## config.mk

```make
export PLATFORM = sky130hd
export DESIGN_NAME = fp_mul_pipelined
export DESIGN_NICKNAME = d
export VERILOG_FILES = /design/src/rtl/fp_mul_pipelined_pkg.sv /design/src/rtl/fp_mul_pipelined_round.sv /design/src/rtl/fp_mul_pipelined.sv
export SDC_FILE = /design/constraint.sdc
export NUM_CORES = 1
export LEC_CHECK = 0
export ABC_CLOCK_PERIOD_IN_PS = 5560
export CORE_MARGIN = 3
export CORE_UTILIZATION = 33
export DETAILED_ROUTE_END_ITERATION = 6
export SLEW_MARGIN = 20
export SYNTH_ARGS = -nofsm -noshare
export SYNTH_HDL_FRONTEND = slang
export SYNTH_SLANG_ARGS = --single-unit
```

## constraint.sdc

```tcl
create_clock -name clk -period 5.56 [get_ports clk]
set_input_delay 1.112 -clock clk [delete_from_list [all_inputs] [get_ports clk]]
set_output_delay 1.112 -clock clk [all_outputs]
set_load 0.005 [all_outputs]
```

## src/rtl/fp_mul_pipelined_pkg.sv

```systemverilog
// Shared definitions for the pipelined floating-point multiplier:
// flag bit positions, operand classes and exponent bias helper.
package fp_mul_pipelined_pkg;

   localparam int FLAG_W         = 4;
   localparam int FLAG_INEXACT   = 0;
   localparam int FLAG_UNDERFLOW = 1;
   localparam int FLAG_OVERFLOW  = 2;
   localparam int FLAG_INVALID   = 3;

   typedef enum logic [1:0] {
      CLS_ZERO   = 2'd0,
      CLS_NORMAL = 2'd1,
      CLS_INF    = 2'd2,
      CLS_NAN    = 2'd3
   } fp_class_e;

   function automatic int fp_bias(input int exp_w);
      return (1 << (exp_w - 1)) - 1;
   endfunction

   // A zero exponent field means zero or subnormal; both are treated as zero.
   function automatic fp_class_e fp_classify(input logic exp_zero,
                                             input logic exp_ones,
                                             input logic man_nz);
      fp_class_e cls;
      if (exp_zero)
         cls = CLS_ZERO;
      else if (exp_ones)
         cls = man_nz ? CLS_NAN : CLS_INF;
      else
         cls = CLS_NORMAL;
      return cls;
   endfunction

endpackage

```

## src/rtl/fp_mul_pipelined_round.sv

```systemverilog
// Combinational normalise, round-to-nearest-even and pack for a finite
// nonzero significand product; saturates to infinity or flushes to zero.
module fp_round_rne
   import fp_mul_pipelined_pkg::*;
#(
   parameter int EXP_W = 5,
   parameter int MAN_W = 10
) (
   input  logic                    i_sign,
   input  logic [2*MAN_W+1:0]      i_prod,
   input  logic signed [EXP_W+1:0] i_exp,
   output logic [EXP_W+MAN_W:0]    o_result,
   output logic [FLAG_W-1:0]       o_flags
);

   localparam int PROD_W = 2*MAN_W + 2;
   localparam int SEXP_W = EXP_W + 2;
   localparam logic signed [SEXP_W-1:0] EXP_ONE  = SEXP_W'(1);
   localparam logic signed [SEXP_W-1:0] EXP_ZERO = SEXP_W'(0);
   localparam logic signed [SEXP_W-1:0] EXP_MAX  = SEXP_W'((1 << EXP_W) - 1);

   logic                     w_shift;
   logic [PROD_W-1:0]        w_norm;
   logic signed [SEXP_W-1:0] w_exp_norm;
   logic signed [SEXP_W-1:0] w_exp_fin;
   logic [MAN_W-1:0]         w_man;
   logic                     w_guard;
   logic                     w_sticky;
   logic                     w_round_up;
   logic                     w_inexact;
   logic [MAN_W:0]           w_man_rnd;

   // Align so the hidden one always sits in the product MSB.
   assign w_shift    = i_prod[PROD_W-1];
   assign w_norm     = w_shift ? i_prod : {i_prod[PROD_W-2:0], 1'b0};
   assign w_exp_norm = w_shift ? (i_exp + EXP_ONE) : i_exp;

   assign w_man      = w_norm[PROD_W-2 -: MAN_W];
   assign w_guard    = w_norm[MAN_W];
   assign w_sticky   = |w_norm[MAN_W-1:0];
   assign w_round_up = w_guard & (w_sticky | w_man[0]);
   assign w_inexact  = w_guard | w_sticky;

   // A carry out of the rounded mantissa leaves zeros below it: bump exponent only.
   assign w_man_rnd  = {1'b0, w_man} + {{MAN_W{1'b0}}, w_round_up};
   assign w_exp_fin  = w_man_rnd[MAN_W] ? (w_exp_norm + EXP_ONE) : w_exp_norm;

   always_comb begin
      o_result               = {i_sign, w_exp_fin[EXP_W-1:0], w_man_rnd[MAN_W-1:0]};
      o_flags                = '0;
      o_flags[FLAG_INEXACT]  = w_inexact;
      if (w_exp_fin >= EXP_MAX) begin
         o_result               = {i_sign, {EXP_W{1'b1}}, {MAN_W{1'b0}}};
         o_flags[FLAG_OVERFLOW] = 1'b1;
         o_flags[FLAG_INEXACT]  = 1'b1;
      end else if (w_exp_fin <= EXP_ZERO) begin
         o_result                = {i_sign, {(EXP_W+MAN_W){1'b0}}};
         o_flags[FLAG_UNDERFLOW] = 1'b1;
         o_flags[FLAG_INEXACT]   = 1'b1;
      end
   end

endmodule

```

## src/rtl/fp_mul_pipelined.sv

```systemverilog
// Three-stage floating-point multiplier with valid/ready flow control:
// unpack/classify, significand multiply + exponent add, round/pack.
module fp_mul_pipelined
   import fp_mul_pipelined_pkg::*;
#(
   parameter  int EXP_W  = 5,
   parameter  int MAN_W  = 10,
   parameter  int TAG_W  = 4,
   localparam int DATA_W = 1 + EXP_W + MAN_W
) (
   input  logic              clk,
   input  logic              reset,
   input  logic              in_valid,
   output logic              in_ready,
   input  logic [DATA_W-1:0] a,
   input  logic [DATA_W-1:0] b,
   input  logic [TAG_W-1:0]  in_tag,
   output logic              out_valid,
   input  logic              out_ready,
   output logic [DATA_W-1:0] result,
   output logic [TAG_W-1:0]  out_tag,
   output logic [FLAG_W-1:0] out_flags
);

   localparam int SIG_W  = MAN_W + 1;
   localparam int PROD_W = 2 * SIG_W;
   localparam int SEXP_W = EXP_W + 2;
   localparam int BIAS   = fp_bias(EXP_W);
   localparam logic [DATA_W-1:0] QNAN = {1'b0, {EXP_W{1'b1}}, 1'b1, {(MAN_W-1){1'b0}}};

   logic w_advance;

   // Every stage moves together; a stalled output freezes the whole pipe.
   assign w_advance = !out_valid || out_ready;
   assign in_ready  = w_advance;

   // ---------------- S1: unpack / classify ----------------
   logic [DATA_W-1:0] w_op  [2];
   logic [EXP_W-1:0]  w_exp [2];
   logic [SIG_W-1:0]  w_sig [2];
   fp_class_e         w_cls [2];

   assign w_op[0] = a;
   assign w_op[1] = b;

   genvar gi;
   generate
      for (gi = 0; gi < 2; gi++) begin : g_unpack
         assign w_exp[gi] = w_op[gi][DATA_W-2 -: EXP_W];
         assign w_sig[gi] = {1'b1, w_op[gi][MAN_W-1:0]};
         assign w_cls[gi] = fp_classify(w_exp[gi] == '0, &w_exp[gi], |w_op[gi][MAN_W-1:0]);
      end
   endgenerate

   logic             r_s1_valid;
   logic [TAG_W-1:0] r_s1_tag;
   logic             r_s1_sign;
   fp_class_e        r_s1_cls [2];
   logic [EXP_W-1:0] r_s1_exp [2];
   logic [SIG_W-1:0] r_s1_sig [2];

   always_ff @(posedge clk or posedge reset) begin
      if (reset)
         r_s1_valid <= 1'b0;
      else if (w_advance)
         r_s1_valid <= in_valid;
   end

   always_ff @(posedge clk) begin
      if (w_advance) begin
         r_s1_tag  <= in_tag;
         r_s1_sign <= a[DATA_W-1] ^ b[DATA_W-1];
         r_s1_cls  <= w_cls;
         r_s1_exp  <= w_exp;
         r_s1_sig  <= w_sig;
      end
   end

   // ---------------- S2: multiply / exponent add ----------------
   logic [PROD_W-1:0]        w_prod;
   logic signed [SEXP_W-1:0] w_exp_sum;
   fp_class_e                w_kind;
   logic                     w_any_inf;
   logic                     w_any_zero;

   assign w_prod     = {{SIG_W{1'b0}}, r_s1_sig[0]} * {{SIG_W{1'b0}}, r_s1_sig[1]};
   assign w_exp_sum  = $signed({2'b00, r_s1_exp[0]}) + $signed({2'b00, r_s1_exp[1]})
                       - SEXP_W'(BIAS);
   assign w_any_inf  = (r_s1_cls[0] == CLS_INF)  || (r_s1_cls[1] == CLS_INF);
   assign w_any_zero = (r_s1_cls[0] == CLS_ZERO) || (r_s1_cls[1] == CLS_ZERO);

   always_comb begin
      w_kind = CLS_NORMAL;
      if (r_s1_cls[0] == CLS_NAN || r_s1_cls[1] == CLS_NAN || (w_any_inf && w_any_zero))
         w_kind = CLS_NAN;
      else if (w_any_inf)
         w_kind = CLS_INF;
      else if (w_any_zero)
         w_kind = CLS_ZERO;
   end

   logic                     r_s2_valid;
   logic [TAG_W-1:0]         r_s2_tag;
   logic                     r_s2_sign;
   fp_class_e                r_s2_kind;
   logic [PROD_W-1:0]        r_s2_prod;
   logic signed [SEXP_W-1:0] r_s2_exp;

   always_ff @(posedge clk or posedge reset) begin
      if (reset)
         r_s2_valid <= 1'b0;
      else if (w_advance)
         r_s2_valid <= r_s1_valid;
   end

   always_ff @(posedge clk) begin
      if (w_advance) begin
         r_s2_tag  <= r_s1_tag;
         r_s2_sign <= r_s1_sign;
         r_s2_kind <= w_kind;
         r_s2_prod <= w_prod;
         r_s2_exp  <= w_exp_sum;
      end
   end

   // ---------------- S3: normalise / round / pack ----------------
   logic [DATA_W-1:0] w_rnd_result;
   logic [FLAG_W-1:0] w_rnd_flags;
   logic [DATA_W-1:0] w_s3_result;
   logic [FLAG_W-1:0] w_s3_flags;

   fp_round_rne #(
      .EXP_W (EXP_W),
      .MAN_W (MAN_W)
   ) u_round (
      .i_sign   (r_s2_sign),
      .i_prod   (r_s2_prod),
      .i_exp    (r_s2_exp),
      .o_result (w_rnd_result),
      .o_flags  (w_rnd_flags)
   );

   always_comb begin
      w_s3_result = w_rnd_result;
      w_s3_flags  = w_rnd_flags;
      case (r_s2_kind)
         CLS_NAN: begin
            w_s3_result               = QNAN;
            w_s3_flags                = '0;
            w_s3_flags[FLAG_INVALID]  = 1'b1;
         end
         CLS_INF: begin
            w_s3_result = {r_s2_sign, {EXP_W{1'b1}}, {MAN_W{1'b0}}};
            w_s3_flags  = '0;
         end
         CLS_ZERO: begin
            w_s3_result = {r_s2_sign, {(EXP_W+MAN_W){1'b0}}};
            w_s3_flags  = '0;
         end
         default: ;
      endcase
   end

   always_ff @(posedge clk or posedge reset) begin
      if (reset) begin
         out_valid <= 1'b0;
         result    <= '0;
         out_tag   <= '0;
         out_flags <= '0;
      end else if (w_advance) begin
         out_valid <= r_s2_valid;
         result    <= w_s3_result;
         out_tag   <= r_s2_tag;
         out_flags <= w_s3_flags;
      end
   end

endmodule

```

## Word-level counts from Yosys, hierarchy flattened

Index checks and enable logic that the tools add are counted.

| storage, ports and cells | value |
|---|---|
| register bits | 102 |
| bits of input ports | 40 |
| output and inout bits | 26 |
| word-level logic and storage cells | 80 |

| cells by class | value |
|---|---|
| $add $sub $neg | 5 |
| $mul | 1 |
| order comparisons | 2 |
| equality and inequality tests | 6 |
| muxes and demuxes | 17 |
| bitwise logic cells | 6 |
| reductions and logical operators | 21 |

Operators by type and width:

| cell | number |
|---|---|
| case mux 16 bit (3 select lines) | 1 |
| two-way mux 15 bit | 2 |
| OR reduction 10 bit | 3 |
| multiplier 11 x 11 -> 22 bit | 1 |
| two-way mux 21 bit | 1 |
| adder 7 x 2 -> 7 bit, second input constant | 2 |
| two-way mux 7 bit | 2 |
| equality test 2 bit, second input constant | 6 |
| adder 10 x 1 -> 11 bit | 1 |
| logical NOT 5 bit | 2 |
| AND reduction 5 bit | 2 |
| two-way mux 1 bit | 9 |
| case mux 4 bit (2 select lines) | 1 |
| OR reduction 2 bit | 4 |
| >= comparator 7 x 6 -> 1 bit, second input constant | 1 |
| less-or-equal comparator 7 x 1 -> 1 bit, second input constant | 1 |
| subtractor 6 x 4 -> 7 bit, second input constant | 1 |
| adder 5 x 5 -> 6 bit | 1 |
| logical NOT 2 bit | 3 |
| logical OR 1 bit | 5 |
| two-way mux 2 bit | 1 |
| NOT 1 bit | 2 |
| OR 1 bit | 2 |
| bitwise AND 1 bit | 1 |
| 3 further kinds | 3 |

## Depth between registers and ports, before layout

| depth | value |
|---|---|
| depth in word-level cells | 10 |
| depth in mapped cells | 21 |
| gate-level depth less buffers | 20 |

## By module

From an unflattened synthesis, not the netlist that was laid out.

| unflattened totals | value |
|---|---|
| cells, all modules | 881 |
| area, all modules | 8,962.3 um2 |

Modules (own cells, without submodules):

| module | instances | cells an instance | area each (um2) | sequential area each (um2) |
|---|---|---|---|---|
| fp_mul_pipelined | 1 | 724 | 7,830.0 | 2,927.8 |
| fp_round_rne | 1 | 157 | 1,132.3 | 0.0 |

## Worst setup path after synthesis

Ideal clock, no wire load.

| timing path | value |
|---|---|
| path type | reg2reg |
| start | reg r_s1_sig[8] (netlist name) |
| end | reg r_s2_prod[20] (data pin) |
| library setup time | 0.258 ns |
| data arrival time | 4.984 ns |
| required time | 5.302 ns |
| setup slack | 0.318 ns |
| cell stages (with the launch flop) | 21 |
| buffers on the path | 1 |
| clock period less this slack | 5.242 ns |
| path through | edfxtp_1 > clkbuf_1 > and2_1 > fa_1 > inv_1 > fa_1 > inv_1 > fa_1 > fa_1 > inv_1 > fa_1 > inv_1 > ha_1 > o21a_1 > o21ai_0 > a211o_1 > a31o_2 > a211oi_1 > nand2b_1 > a21oi_1 > xnor2_1 |

| on the way | value |
|---|---|
| longest elaborated chain between the ends | 1 |

RTL lines:

| what | line | text |
|---|---|---|
| start: declaration | fp_mul_pipelined.sv:60 | `logic [SIG_W-1:0] r_s1_sig [2];` |
| start signal: assignment | fp_mul_pipelined.sv:75 | `r_s1_sig <= w_sig;` |
| multiplier 11 x 11 -> 22 bit | fp_mul_pipelined.sv:86 | `assign w_prod = {{SIG_W{1'b0}}, r_s1_sig[0]} * {{SIG_W{1'b0}}, r_s1_sig[1]};` |
| named net w_prod[20] | fp_mul_pipelined.sv:80 | `logic [PROD_W-1:0] w_prod;` |
| end signal: assignment | fp_mul_pipelined.sv:121 | `r_s2_prod <= w_prod;` |
| end: declaration | fp_mul_pipelined.sv:106 | `logic [PROD_W-1:0] r_s2_prod;` |

The timed path passes the listed nets, and every way through them passes these cells.
A chain may end at the register's enable or synchronous reset.

## Worst setup path in the final report

| timing path | value |
|---|---|
| start | reg r_s1_sig[17] (netlist name) |
| end | reg r_s2_prod[20] (data pin) |

Same word-level chain as after synthesis.

==> results.json <==
{
  "drt_wl_total_mm": 17.4,
  "synth.top_cells.by_area": "edfxtp_1, fa_1, ha_1",
  "final.period_utilization": 0.957,
  "antenna_found_initial": 0,
  "fraction_of_the_yosys_area_taken_by_sequential_cells": 0.352,
  "place.port_buffers": 65,
  "finalSetupViolations": 0,
  "yosys.area.top_type_share": 0.271,
  "timing.reg2reg.setup_slack_ps": 240,
  "crit_top_cell": "fa_1",
  "hold_path.class": "flip-flop to flip-flop",
  "path_max_fanout": 9,
  "via_count": 5580,
  "crit_path_cell_trace": "and2_1 > fa_1 > fa_1 > fa_1 > fa_1 > inv_1 > fa_1 > inv_1 > ha_1 > o21a_1 > o21ai_0 > a211o_1 > a31o_2 > a211oi_2 > nand2b_1 > a21oi_1 > xnor2_1",
  "cts_num_sinks": 102,
  "dp_slack_ps": 115,
  "dr.pass1.iters": 4,
  "run_status": "complete, no violations",
  "r2r_end": "r_s2_prod[20]$_DFFE_PP_",
  "cts_inserted_buffers": 9,
  "ioPinCount": 66,
  "effective_utilization_at_floorplan": 0.339,
  "timing.slew.headroom": 0.447,
  "critPathKind": "flip-flop to flip-flop",
  "final_period_minus_worst_setup_slack_ps": 5320,
  "yosys_warnings": 0,
  "clkLatencyLatePin_ps": 360,
  "synth_cell_types": 52,
  "drt_iter0_drc": 421,
  "placed_instance_area_um2": 9360,
  "drt_drc_violations_left": 0,
  "final_cell_area_um2": 9890,
  "finalClockSkew_ps": 13.0,
  "worstPathArrival_ps": 5430,
  "worst_r2r_startpoint": "r_s1_sig[17]$_DFFE_PP_",
  "hpwlAfterDp_mm": 14.1,
  "post_route_cells_drive_above_1_share": 0.0813,
  "cts_tree": "yes",
  "synth-async-reset-ratio": 0.265,
  "global_route_total_overflow": 0,
  "syn-mean-instance-area_um2": 10.5,
  "ff2ff_path_depth": 17,
  "mappedNetlistArea_um2": 8320,
  "maxCapViolations": 0,
  "start_kind": "flip-flop",
  "worst_setup_hold_path_clk_slew_ps": 80,
  "synth_fp_nets": 987,
  "synth_area_leader_cell": "edfxtp_1",
  "worst-slew-pin-transition_ps": 826,
  "timing.final.hold_violations": 0,
  "clock-root-buffer": "clkbuf_16",
  "critPathBufInv": 2,
  "cp-end-kind": "flip-flop",
  "grt_max_degree": 47,
  "first_global_vias": 5586,
  "path_delay_family": "adder cells",
  "htreeDepth": 3,
  "dieWidth_um": 165,
  "ys_dominant_reg_cell": "edfxtp_1",
  "global_placement_routability_congestion": 0.907,
  "cp_slowest_stage_delay_ps": 560,
  "hold_depth": 0,
  "layout_setup_ws_ps": 238,
  "die_h_um": 165,
  "overall_fraction_of_global_route_tracks_in_use": 0.134,
  "holdBufCountCts": 0,
  "synth_top_cells_by_count": "inv_1, nand2_1, fa_1",
  "grt_pass1_wl_mm": 28.7,
  "yosys_register_bits": 102,
  "number_of_enable_type_register_cells_in_the_synthesized_netlist": 75,
  "critPathRequiredTime_ps": 5660,
  "yosys.cell_count.top_type": "inv_1",
  "holdPathEnd": "r_s2_tag[1]$_DFFE_PP_",
  "report.final.slew_viol_count": 0,
  "drt.antenna.violating_nets": 0,
  "final_net_count": 1074,
  "min_from": "r_s1_tag[1]$_DFFE_PP_",
  "area_delta_synth_final_pct": 18.9,
  "routed_wire_length_per_instance_um": 14.3,
  "placementRows": 57,
  "die_area_um2": 27100,
  "finalCoreUtilization": 0.403,
  "antenna_diode_instance_count": 0,
  "max_freq_mhz": 188,
  "timing.critical_path.slowest_stage_cell": "edfxtp_1",
  "avgViaCountPerCell": 4.61,
  "core_area_um2": 24500,
  "synthesis.instances": 794,
  "setup_total_negative_slack_ps": 0,
  "cts_buffer_depth": 2
}
-- registers in the layout, indices dropped and copies added, names as in the netlist, 2 cells and up --
name and flops:
out_flags 4, out_tag 4, r_s1_cls 4, r_s1_exp 10, r_s1_sig 20, r_s1_tag 4
r_s2_exp 7, r_s2_kind 2, r_s2_prod 22, r_s2_tag 4, result 16
-- placed cells by master (no fill, tap or decap), types with 3 or more instances in the layout --
cell / n
nand2b_1: 3
a32o_1: 9
and2_1: 32
a31oi_1: 4
clkdlybuf4s50_1: 65
nor3_1: 8
dfrtp_1: 27
o21ai_0: 17
inv_1: 123
clkbuf_16: 9
a21oi_1: 21
clkinv_8: 3
o21a_1: 7
nor2b_1: 3
xor2_1: 14
nand3_1: 17
buf_4: 37
inv_2: 3
nor2_1: 38
a211oi_1: 3
edfxtp_1: 75
nand2_1: 110
a211oi_2: 3
mux2_2: 4
a21boi_0: 3
or4_1: 4
xnor2_1: 31
nor4_1: 4
a21o_1: 10
fa_1: 81
mux2i_1: 8
ha_1: 71
-- metrics by stage --
step / std cells / hold slack (ps)
floorplan: 794 / 400
finish: 1210 / 425
global route: 1210 / 437
CTS: 1185 / 426
global placement: 1169 / 402
detailed placement: 1169 / 407
-- metal layers --
metal  track usage  vias to the layer above  wire length [µm]
li1              -                     2792                 -
met1         0.196                     2669              8720
met2         0.209                      106              7800
met3        0.0198                       13               662
met4        0.0324                        0               179
met5             0                        -                 0
-- worst max-delay path by stage --
stage	startpoint	end	cells after the start	slack (ps)
floorplan	r_s1_sig[8]$_DFFE_PP_	r_s2_prod[20]$_DFFE_PP_	20	320
global placement	r_s1_sig[18]$_DFFE_PP_	r_s2_prod[20]$_DFFE_PP_	18	210
detailed placement	r_s1_sig[18]$_DFFE_PP_	r_s2_prod[20]$_DFFE_PP_	18	110
CTS	r_s1_sig[18]$_DFFE_PP_	r_s2_prod[20]$_DFFE_PP_	18	100
global route	r_s1_sig[12]$_DFFE_PP_	r_s2_prod[20]$_DFFE_PP_	20	-50
finish	r_s1_sig[17]$_DFFE_PP_	r_s2_prod[20]$_DFFE_PP_	17	240
-- timing repair --
action / in CTS / in global routing
endpoints found under the setup margin: 0 / 3
resized for setup: 0 / 4
setup buffers: 0 / 25
-- cells by family (layout without fill, tap and decap cells) --
group	count (synthesis)	in the layout	share of synthesized area
buffers and inverters	154	246	0.0710
AOI/OAI and AO/OA	94	94	0.0788
DFF	102	102	0.352
xor gates and xnor gates	45	45	0.0474
adders and majority gates	153	153	0.303
muxes	12	12	0.0150
and+or+nand+nor	234	234	0.133
-- layout make-up --
type	instances	area, µm²
Clock buffer	9	225
Multi-Input combinational cell	538	4820
Tap cell	324	405
Inverter	127	478
Timing Repair Buffer	103	948
Sequential cell	102	2930
Fill cell	2409	14600
Clock inverter	7	86.3
Power is not shown: default switching activity piles up to over one toggle a cycle in this logic, so the estimate is an artifact.
